**config.mk**
```make
export PLATFORM = sky130hd
export DESIGN_NAME = io_ring_sequencer
export DESIGN_NICKNAME = d
export VERILOG_FILES = /design/src/rtl/io_ring_sequencer.sv
export SDC_FILE = /design/constraint.sdc
export NUM_CORES = 1
export LEC_CHECK = 0
export BUFFER_PORTS_ARGS = -buffer_cell sky130_fd_sc_hd__buf_4
export CAP_MARGIN = 20
export CORE_MARGIN = 5
export CORE_UTILIZATION = 40
export CTS_CLUSTER_DIAMETER = 200
export DETAILED_ROUTE_END_ITERATION = 10
export HOLD_SLACK_MARGIN = 0.05
export PLACE_DENSITY_LB_ADDON = 0.12
export REMOVE_ABC_BUFFERS = 1
export SLEW_MARGIN = 20
export SYNTH_ARGS = -nofsm -noshare
export SYNTH_HDL_FRONTEND = slang
export SYNTH_SLANG_ARGS = --single-unit
```
**constraint.sdc**
```tcl
create_clock -name clk -period 2.6 [get_ports clk]
set_clock_uncertainty 0.15 [all_clocks]
set_input_delay 0 -clock clk [delete_from_list [all_inputs] [get_ports clk]]
set_output_delay 0 -clock clk [all_outputs]
set_load 0.1 [all_outputs]
```
**src/rtl/io_ring_sequencer.sv**
```systemverilog
// io_ring_sequencer: ramps IO pad-group output enables up and down one group per slot.
// Ports:
//   clk, rst_b          clock, asynchronous active-low reset
//   start, shutdown     level-sampled ramp-up / ramp-down requests (shutdown wins)
//   group_mask, dwell   participating groups and extra settle cycles, latched on start
//   pad_oe              registered per-group pad output enables
//   busy, done, state   ramp in progress, ramp-up complete, encoded FSM state
module io_ring_sequencer #(
    parameter int N_GRP = 8,
    parameter int DW    = 8
) (
    input  logic             clk,
    input  logic             rst_b,
    input  logic             start,
    input  logic             shutdown,
    input  logic [N_GRP-1:0] group_mask,
    input  logic [DW-1:0]    dwell,
    output logic [N_GRP-1:0] pad_oe,
    output logic             busy,
    output logic             done,
    output logic [1:0]       state
);
    localparam int IW = $clog2(N_GRP);
    localparam logic [IW-1:0] LAST = IW'(N_GRP - 1);

    typedef enum logic [1:0] {IDLE = 2'd0, RAMP_UP = 2'd1, ON = 2'd2, RAMP_DOWN = 2'd3} st_t;

    st_t cur, nxt_st;
    logic [IW-1:0] idx, nidx;
    logic [DW-1:0] cnt, dwell_q;
    logic [N_GRP-1:0] mask_q;
    logic act, up, fin, sw;

    // act is clear only on the edge that opens the first slot of a ramp; afterwards
    // every edge with cnt==0 both closes the current slot and opens the next one.
    always_comb begin
        up   = cur == RAMP_UP;
        fin  = act && cnt == '0 && idx == (up ? LAST : '0);
        nidx = act ? (up ? idx + IW'(1) : idx - IW'(1)) : idx;
        sw   = up ? mask_q[nidx] : pad_oe[nidx];
    end

    always_ff @(posedge clk or negedge rst_b) begin
        if (!rst_b) cur <= IDLE;
        else        cur <= nxt_st;
    end

    always_comb begin
        nxt_st = cur;
        case (cur)
            IDLE:      nxt_st = (start && !shutdown) ? RAMP_UP : IDLE;
            RAMP_UP:   nxt_st = shutdown ? RAMP_DOWN : (fin ? ON : RAMP_UP);
            ON:        nxt_st = shutdown ? RAMP_DOWN : ON;
            RAMP_DOWN: nxt_st = fin ? IDLE : RAMP_DOWN;
            default:   nxt_st = IDLE;
        endcase
    end

    always_comb begin
        busy  = cur == RAMP_UP || cur == RAMP_DOWN;
        done  = cur == ON;
        state = cur;
    end

    always_ff @(posedge clk or negedge rst_b) begin
        if (!rst_b) begin
            pad_oe  <= '0;
            idx     <= '0;
            cnt     <= '0;
            act     <= 1'b0;
            mask_q  <= '0;
            dwell_q <= '0;
        end else if (nxt_st != cur) begin
            act <= 1'b0;
            cnt <= '0;
            idx <= nxt_st == RAMP_DOWN ? LAST : '0;
            if (cur == IDLE) begin
                mask_q  <= group_mask;
                dwell_q <= dwell;
            end
        end else if (busy) begin
            if (!act || cnt == '0) begin
                // slot start: only this group's enable may change on this edge
                idx          <= nidx;
                pad_oe[nidx] <= up & mask_q[nidx];
                cnt          <= sw ? dwell_q : '0;
                act          <= 1'b1;
            end else begin
                cnt <= cnt - DW'(1);
            end
        end
    end
endmodule
```
==> results of run 1 <==
## placed cells by master (no fill, tap or decap), drive strengths merged, types with 6 or more instances in the layout
master       netlist  layout
a21oi              6       6
buf                5      51
clkbuf             6       7
dfrtp             38      38
dlygate4sd3        0      18
inv                8       8
mux2              27      27
mux2i              6       6
nand2             20      20
nor3              11      11
o21ai              7       7
## routing by layer
metal	track usage, %	routed length [µm]	vias up
li1	-	-	874
met1	21.0	2440	848
met2	24.2	2310	34
met3	3.46	189	5
met4	3.95	50	0
met5	0	0	-
## power by group through the flow
stage / Sequential (mW) / Clock, mW / Combinational, mW
global placement: 1.00 / 0 / 2.33
finish: 0.996 / 0.486 / 2.42
detailed placement: 0.999 / 0 / 2.33
CTS: 0.991 / 0.500 / 2.37
global route: 1.03 / 0.531 / 2.65
floorplan: 1.35 / 0 / 1.25
## registers in the layout (all words and copies together) (netlist names)
signal / flops
cnt: 8
dwell_q: 8
mask_q: 8
pad_oe: 8
idx: 3
state: 2
act: 1
## through the flow
step | std cells | setup TNS, ns | hold slack (ns) | instance area (µm²)
final | 339 | -0.156 | 0.0560 | 2910
after global routing | 339 | -1.03 | 0.143 | 2910
after global placement | 313 | -0.169 | -0.147 | 2580
after detailed placement | 313 | -0.397 | -0.151 | 2580
after floorplan | 192 | -35.78 | -0.446 | 2110
after CTS | 339 | -0.374 | 0.0819 | 2870
## critical path, delay by kind of cell (launching register included)
kind | cells | cell delay (ns)
adders and majority gates | 1 | 0.44
buffers and inverters | 2 | 0.21
and+or+nand+nor | 3 | 0.71
muxes | 1 | 0.23
DFF | 1 | 0.38
AOI/OAI and AO/OA | 3 | 0.44
## final timing paths
check / startpoint / end / slack [ns] / cells past startpoint
worst max-delay path: state[1]$_DFF_PN0_ / cnt[3]$_DFFE_PN0P_ / -0.03 / 10
worst min-delay path: rst_b / pad_oe[1]$_DFFE_PN0P_ / 0.06 / 2
worst max register to register: state[1]$_DFF_PN0_ / cnt[3]$_DFFE_PN0P_ / -0.03 / 10
worst min register to register: dwell_q[6]$_DFFE_PN0P_ / cnt[6]$_DFFE_PN0P_ / 0.33 / 1
max in group asynchronous: rst_b / state[1]$_DFF_PN0_ / 1.90 / 2
min in group clk: dwell[3] / dwell_q[3]$_DFFE_PN0P_ / 0.33 / 3
## repair_timing
| item | CTS | global route |
|---|---|---|
| endpoints found under the hold margin | 55 | 0 |
| hold buffers | 18 | 0 |
| pin swaps | 4 | 4 |
| cloned | 0 | 0 |
| setup endpoints to repair | 8 | 16 |
| gates resized for setup | 1 | 7 |
## cell usage after synthesis, types with 2 or more instances
cell,number,area [µm²]
a211o_1,3,26.3
a211oi_1,2,15.0
a21o_1,2,15.0
a21oi_1,6,30.0
a221o_1,5,50.1
a31oi_1,2,12.5
buf_2,3,15.0
clkbuf_1,6,22.5
dfrtp_1,38,951
ha_1,3,37.5
inv_1,7,26.3
mux2_1,5,56.3
mux2_2,22,248
mux2i_1,6,60.1
nand2_1,20,75.1
nand3_1,5,25.0
nand4_1,3,18.8
nor2_1,5,18.8
nor2b_1,4,25.0
nor3_1,10,50.1
nor3b_1,3,22.5
o21a_1,2,15.0
o21ai_0,5,25.0
o21ai_1,2,10.0
o31ai_1,2,15.0
xnor2_1,2,17.5
xor2_1,3,26.3
## kinds of logic after synthesis
| kind of cell | after synthesis |
|---|---|
| AOI/OAI and AO/OA | 42 |
| xor gates and xnor gates | 5 |
| adders and majority gates | 4 |
| buffers and inverters | 19 |
| DFF | 38 |
| muxes | 34 |
| and+or+nand+nor | 61 |
## cell type report
type,instances,area [µm²],share of cell area (%)
flip-flops and latches,38,951,32.7
clock inverters,1,30.0,1.03
multi-input cells,146,1160,40.0
clock buffers,7,76.3,2.63
inverters,8,32.5,1.12
well taps,70,87.6,3.01
repair buffers,69,567,19.5
==> summary.md, run 1 <==
| Metric | Value |
|---|---|
| DIE AREA | `0.00698 mm²` |
| Dpl hpwl | `roughly 3.6 mm` |
| PwrDens | `1340 mW/mm²` |
| Syn Inst Count | `around 200` |
| Row cnt | `26` |
| Chip width | `83.5 µm` |
| Final hold viol count | `0` |
| Critical Path AT | `2.71 ns` |
| Synth warnings | `0` |
| Synth Area in XOR/XNOR | `about 2%` |
| Lkg Pwr | `1.36 nW` |
| Worst hold path class | `in2async` |
| Worst slew pin tran | `0.744 ns` |
| Worst-path fanout max | `8` |
| Crit-path cells | `nand2b_4 -> inv_4 -> fa_2 -> mux4_2 -> nor2b_1 -> or4_4 -> o311a_1 -> a31oi_2 -> buf_6 -> a221o_1` |
| CP required | `2.68 ns` |
| Remaining DRCs | `0` |
| Clock slew at reported path FFs | `0.07 ns` |
| Vias in the first global route | `1819` |
| Clock sinks | `38` |
| Total wire length | `5.00 mm` |
| Vias per cell | `5.19` |
| WS Path Type | `reg2reg` |
| Max Slew Vio Count | `0` |
| Setup crit end kind | `flip-flop` |
| GRT Resource Usage Total | `15.2%` |
| Place WS | `-0.103 ns` |
| Post-synthesis adder-cell area fraction | `2.66%` |
| Vias | `1761` |
| Clk Latency, worst-skew pair | `0.29 ns` |
| Post-synth EDFFs | `0` |
| Status | `finished with violations` |
| Port buffer count | `31` |
| Core Util, Final | `56.2%` |
| Clock Tree Root | `clkbuf_8` |
| Int Power | `around 2.1 mW` |
| Comb power frac | `62.0%` |
| Switching share of power | `46.0%` |
| Register area share after synthesis | `about 44%` |
| Die Y | `83.5 µm` |
| Setup Viol. Count Final | `7` |
| Net Sw Power | `1.80 mW` |
| Initial antenna violation count | `0` |
| Final period util | `101%` |
| Synthesized flop and latch total | `38` |
| Mux cell area share after synthesis | `17.9%` |
| Post-Synth Simple-Gate Area | `15.0%` |
| VDD IR max | `0.585 mV` |
| Post-CTS Setup Bufs | `0` |
| Router iterations before antenna repair | `4` |
| Cell variety after synth | `54` |
| Tot Pwr | `about 3.9 mW` |
| Largest net degree at the start of global routing | `39` |
| Share of layout cells above drive strength 1 | `34.2%` |
| Area Growth Syn to Fin | `34.4%` |
| CTS tree | `done` |
| Nets | `292` |
| # fillers | `between 400 and 500` |
| Setup WS post-layout | `-0.0338 ns` |
| Largest stage delay, worst path | `0.51 ns` |
| Gpl congestion | `0.853` |
| Compound-gate portion of the synthesized area | `14.5%` |
| Total CTS buffers | `5` |
| Maximum root-to-sink buffer count | `2` |
| Main flop type after synthesis | `dfrtp_1` |
| H-Tree Depth | `2` |
| RSZ-0062 raised after global routing | `true` |
| Largest family of logic cells by synthesized area | `multiplexers` |
| Antenna Nets Post-Route | `0` |
| Core ar. | `0.00517 mm²` |
| Average instance area after synthesis | `10.7 µm²` |
| Max stage delay cell, worst path | `or4_4` |
| Min Tclk post-route | `2.63 ns` |
| Type of origin of the critical path | `flip-flop` |
| Clock share of power | `about an eighth` |
| GR Overflow Total | `0` |
| Ant diodes | `0` |
| Top-Level Pins | `32` |
| Sequential Power Share | `25.5%` |
| Global-route wire length before repair | `8.71 mm` |
| Drt first-iter violations | `92` |
| Initial Util | `41.8%` |
| Synth async-reset ratio | `100%` |
| Max_cap viols | `0` |
| Per-cell routed wire length | `14.7 µm` |
| Failing checks | `setup timing` |
| Synthesized area | `0.00216 mm²` |
| Achievable Freq | `~380 MHz` |
| Max-slew headroom | `50.1%` |
Power figures use the tool's default switching activity.
==> run 2, diff against run 1 <==
--- a/config.mk
+++ b/config.mk
@@ -5,6 +5,7 @@
 export SDC_FILE = /design/constraint.sdc
 export NUM_CORES = 1
 export LEC_CHECK = 0
+export ABC_AREA = 1
 export BUFFER_PORTS_ARGS = -buffer_cell sky130_fd_sc_hd__buf_4
 export CAP_MARGIN = 20
 export CORE_MARGIN = 5
==> run 2 against run 1 <==
Compared with the run above:
- clock-buffer cell count shrank 1
- critical path depth grew 5
- first-iteration DRC count is the same
- setup slack gained 0.32 ns
- critical endpoint unchanged
- global-route usage is essentially flat
- non-clock buffer count shrank 13
- power grew 12%
- die area grew 6.9%
- highest routed layer unchanged
- synthesized cell count grew 38%
- clock power grew 6.2%
- the run now ends clean
- sequential power grew 9%
==> summary.md, run 2 <==
| Metric | Value |
|---|---|
| Tot Pwr | `4.36 mW (was 3.90 mW)` |
| Comb power frac | `63.2% (was 62.0%)` |
| Clock slew at reported path FFs | `0.08 ns (was 0.07 ns)` |
| CP Launch Point | `state[0]$_DFF_PN0_ (was state[1]$_DFF_PN0_)` |
| Clk Latency, worst-skew pair | `0.29 ns (about the same)` |
| Core ar. | `0.00557 mm² (was 0.00517 mm²)` |
| Area Growth Syn to Fin | `27.7% (was 34.4%)` |
| Antenna Nets Post-Route | `0 (unchanged)` |
| Achievable Freq | `432 MHz (was 380 MHz)` |
| Cell count after placement | `385 (was 313)` |
| RSZ-0062 raised after global routing | `false (was true)` |
| Average instance area after synthesis | `8.33 µm² (was 10.7 µm²)` |
| Setup Viol. Count Final | `0 (was 7)` |
| # fillers | `550 (was 465)` |
| Router iterations before antenna repair | `4 (unchanged)` |
| Top cells by area, synth | `dfrtp_1 41%, nand2_1 16%, mux2_2 7.7%, nand3_1 4.9%, nand2_4 3.4% (was dfrtp_1 44%, mux2_2 11%, nand2_1 3.5%, mux2i_1 2.8%, mux2_1 2.6%)` |
| Switching share of power | `52.8% (was 46.0%)` |
| Ant diodes | `0 (unchanged)` |
| Max-slew headroom | `68.5% (was 50.1%)` |
| Clock Tree Root | `clkbuf_8 (unchanged)` |
| Synth warnings | `0 (unchanged)` |
| Main flop type after synthesis | `dfrtp_1 (unchanged)` |
| Synth top cells by count | `98 x nand2_1, 38 x dfrtp_1, 23 x nand3_1 (was 38 x dfrtp_1, 22 x mux2_2, 20 x nand2_1)` |
| Worst slew pin tran | `0.472 ns (was 0.744 ns)` |
| Maximum root-to-sink buffer count | `2 (unchanged)` |
| Cell variety after synth | `29 (was 54)` |
| Crit path buf inv count | `2 (unchanged)` |
| Sequential Power Share | `25.0% (was 25.5%)` |
| Share of layout cells above drive strength 1 | `27.7% (was 34.2%)` |
| Total CTS buffers | `5 (unchanged)` |
| Commonest non-fill, non-tap cell in the layout | `nand2_1 (was buf_4)` |
| Post-CTS Setup Bufs | `0 (unchanged)` |
| Global-route wire length before repair | `9.13 mm (was 8.71 mm)` |
| Vias per cell | `4.83 (was 5.19)` |
| Net Sw Power | `2.30 mW (was 1.80 mW)` |
| PostCTS Resize Cnt | `0 (was 1)` |
| Area leader, netlist | `dfrtp_1 (unchanged)` |
| Top-Level Pins | `32 (unchanged)` |
| Dpl hpwl | `4.02 mm (was 3.63 mm)` |
| Syn Inst Count | `280 (was 203)` |
| GRT Resource Usage Total | `15.2% (about the same)` |
| Die Y | `86.4 µm (was 83.5 µm)` |
| Largest net degree at the start of global routing | `39 (unchanged)` |
| Max stage delay cell, worst path | `fa_1 (was or4_4)` |
| CP required | `2.69 ns (was 2.68 ns)` |
| Top delay family on crit path | `simple AND/OR/NAND/NOR gates (unchanged)` |
| Commonest cells after routing, fill and taps aside | `98 x nand2_1, 38 x dfrtp_1, 37 x buf_4 (was 50 x buf_4, 38 x dfrtp_1, 22 x mux2_2)` |
| Synth async-reset ratio | `100% (unchanged)` |
| Register area share after synthesis | `40.8% (was 44.0%)` |
| Lkg Pwr | `1.50 nW (was 1.36 nW)` |
| Max_cap viols | `0 (unchanged)` |
| Clock sinks | `38 (unchanged)` |
| CTS tree | `done (unchanged)` |
| Levels on crit path | `15 (was 10)` |
| Int Power | `2.06 mW (was 2.11 mW)` |
| Final period util | `89.0% (was 101%)` |
| Largest stage delay, worst path | `0.47 ns (was 0.51 ns)` |
| Setup crit end kind | `flip-flop (unchanged)` |
| Gpl congestion | `0.789 (was 0.853)` |
| Synthesized area | `0.00233 mm² (was 0.00216 mm²)` |
| Crit-path cells | `inv_2 -> nor2_4 -> fa_1 -> nand2_1 -> o21ai_4 -> inv_1 -> nand3_1 -> nand2_1 -> nand2_2 -> nand3_4 -> nand2_4 -> nand2_1 -> nand2_1 -> nand2_1 -> nand2_1 (was nand2b_4 -> inv_4 -> fa_2 -> mux4_2 -> nor2b_1 -> or4_4 -> o311a_1 -> a31oi_2 -> buf_6 -> a221o_1)` |
| CP Capture Point | `cnt[3]$_DFFE_PN0P_ (unchanged)` |
| Vias | `1985 (was 1761)` |
| Drt first-iter violations | `92 (unchanged)` |
| DIE AREA | `0.00746 mm² (was 0.00698 mm²)` |
| Max Slew Vio Count | `0 (unchanged)` |
| Critical Path AT | `2.40 ns (was 2.71 ns)` |
| Clock share of power | `11.8% (was 12.4%)` |
| Fin cells | `411 (was 339)` |
| RR Startpoint | `state[0]$_DFF_PN0_ (was state[1]$_DFF_PN0_)` |
| Vias in the first global route | `1919 (was 1819)` |
| Initial Util | `41.9% (was 41.8%)` |
| Chip width | `86.4 µm (was 83.5 µm)` |
| Post-synth top area share | `40.8% (was 44.0%)` |
| Total wire length | `5.38 mm (was 5.00 mm)` |
| R2R setup slack | `0.29 ns (was -0.03 ns)` |
| Row cnt | `27 (was 26)` |
| Port buffer count | `31 (unchanged)` |
| Post-synth EDFFs | `0 (unchanged)` |
| CP most frequent cell | `nand2_1` |
| H-Tree Depth | `2 (unchanged)` |
| Count leader, synth | `nand2_1 (was dfrtp_1)` |
| Worst-path fanout max | `8 (unchanged)` |
| Post-CTS Hold Fix Bufs | `19 (was 18)` |
| Setup TNS | `0 ns (was -0.156 ns)` |
| RR Endpoint | `cnt[3]$_DFFE_PN0P_ (unchanged)` |
| Synthesized flop and latch total | `38 (unchanged)` |
| GR Overflow Total | `0 (unchanged)` |
| Status | `completed (was finished with violations)` |
| Core Util, Final | `53.5% (was 56.2%)` |
| Initial antenna violation count | `0 (unchanged)` |
| Final hold viol count | `0 (unchanged)` |
| WS Path Type | `reg2reg (unchanged)` |
| R2R cell count | `15 (was 10)` |
| Per-cell routed wire length | `13.1 µm (was 14.7 µm)` |
| PwrDens | `1460 mW/mm² (was 1340 mW/mm²)` |
| VDD IR max | `0.635 mV (was 0.585 mV)` |
| Nets | `363 (was 292)` |
| Type of origin of the critical path | `flip-flop (unchanged)` |
| Min Tclk post-route | `2.31 ns (was 2.63 ns)` |
| Remaining DRCs | `0 (unchanged)` |
| Worst hold path class | `in2async (unchanged)` |
[run 2: changes by cell type in the layout (fill, tap and decap cells not counted), sizes merged, moves of 6 or more]
cell / before / now
mux2i: 6 / 0
nor2: 5 / 21
nand3: 5 / 30
mux2: 27 / 16
inv: 8 / 18
nand2: 20 / 113
nor3: 11 / 1
buf: 51 / 37
[run 2: kinds of logic (layout without fill, tap and decap cells)]
logic type	after synthesis	after routing	share of synthesized area (%)
flip-flops	38	38	40.8
buffers and inverters	22	81	4.02
XOR/XNOR	5	5	1.88
AND/OR/NAND/NOR	171	171	36.8
adder cells (fa/ha/maj)	4	4	2.47
multiplexers	16	16	7.72
AO/OA/AOI/OAI	24	24	6.33
[run 2: worst reg2reg max path, cell delays in order, from the launching register on]
cell	delay, ns
dfrtp_1	0.39
inv_2	0.11
nor2_4	0.04
fa_1	0.48
nand2_1	0.08
o21ai_4	0.15
inv_1	0.16
nand3_1	0.11
nand2_1	0.06
nand2_2	0.07
nand3_4	0.10
nand2_4	0.12
nand2_1	0.06
nand2_1	0.07
nand2_1	0.05
nand2_1	0.05
[run 2: layer usage]
| layer | global-route usage [%] | up-vias | wire length (µm) |
|---|---|---|---|
| met5 | 0 | - | 0 |
| met3 | 2.47 | 6 | 213 |
| met2 | 24.3 | 33 | 2560 |
| met4 | 4.25 | 0 | 67 |
| li1 | - | 1031 | - |
| met1 | 21.4 | 915 | 2540 |
[run 2: how the worst min path moves through the flow]
stage | start | to | slack, ns | depth (start not counted)
detailed placement | rst_b | pad_oe[2]$_DFFE_PN0P_ | -0.15 | 1
CTS | rst_b | pad_oe[2]$_DFFE_PN0P_ | 0.07 | 2
global route | rst_b | pad_oe[3]$_DFFE_PN0P_ | 0.11 | 2
floorplan | rst_b | act$_DFFE_PN0P_ | -0.45 | 0
global placement | rst_b | pad_oe[4]$_DFFE_PN0P_ | -0.15 | 1
finish | rst_b | pad_oe[4]$_DFFE_PN0P_ | 0.05 | 2
[run 2: power groups by stage]
| stage | combinational [mW] | clock [mW] | sequential (mW) |
|---|---|---|---|
| detailed placement | 2.74 | 0 | 1.10 |
| finish | 2.75 | 0.516 | 1.09 |
| global placement | 2.71 | 0 | 1.10 |
| CTS | 2.77 | 0.534 | 1.09 |
| floorplan | 1.72 | 0 | 1.50 |
| global route | 3.04 | 0.554 | 1.13 |
[run 2: per-stage QoR]
stage	hold slack, ns	setup slack, ns	instance area [µm²]
after floorplan	-0.446	-1.18	2310
after global placement	-0.147	0.347	2680
after detailed placement	-0.153	0.304	2680
after CTS	0.0684	0.277	2980
after global routing	0.115	0.0518	2980
final	0.0534	0.286	2980
[run 2: cell type report]
class,instances,area (µm²),share of cell area (%)
timing repair buffer,56,468,15.7
inverter,18,70.1,2.35
tap,72,90.1,3.02
multi-input combinational,220,1290,43.2
clock buffer,6,82.6,2.77
clock inverter,1,30.0,1.01
sequential,38,951,31.9
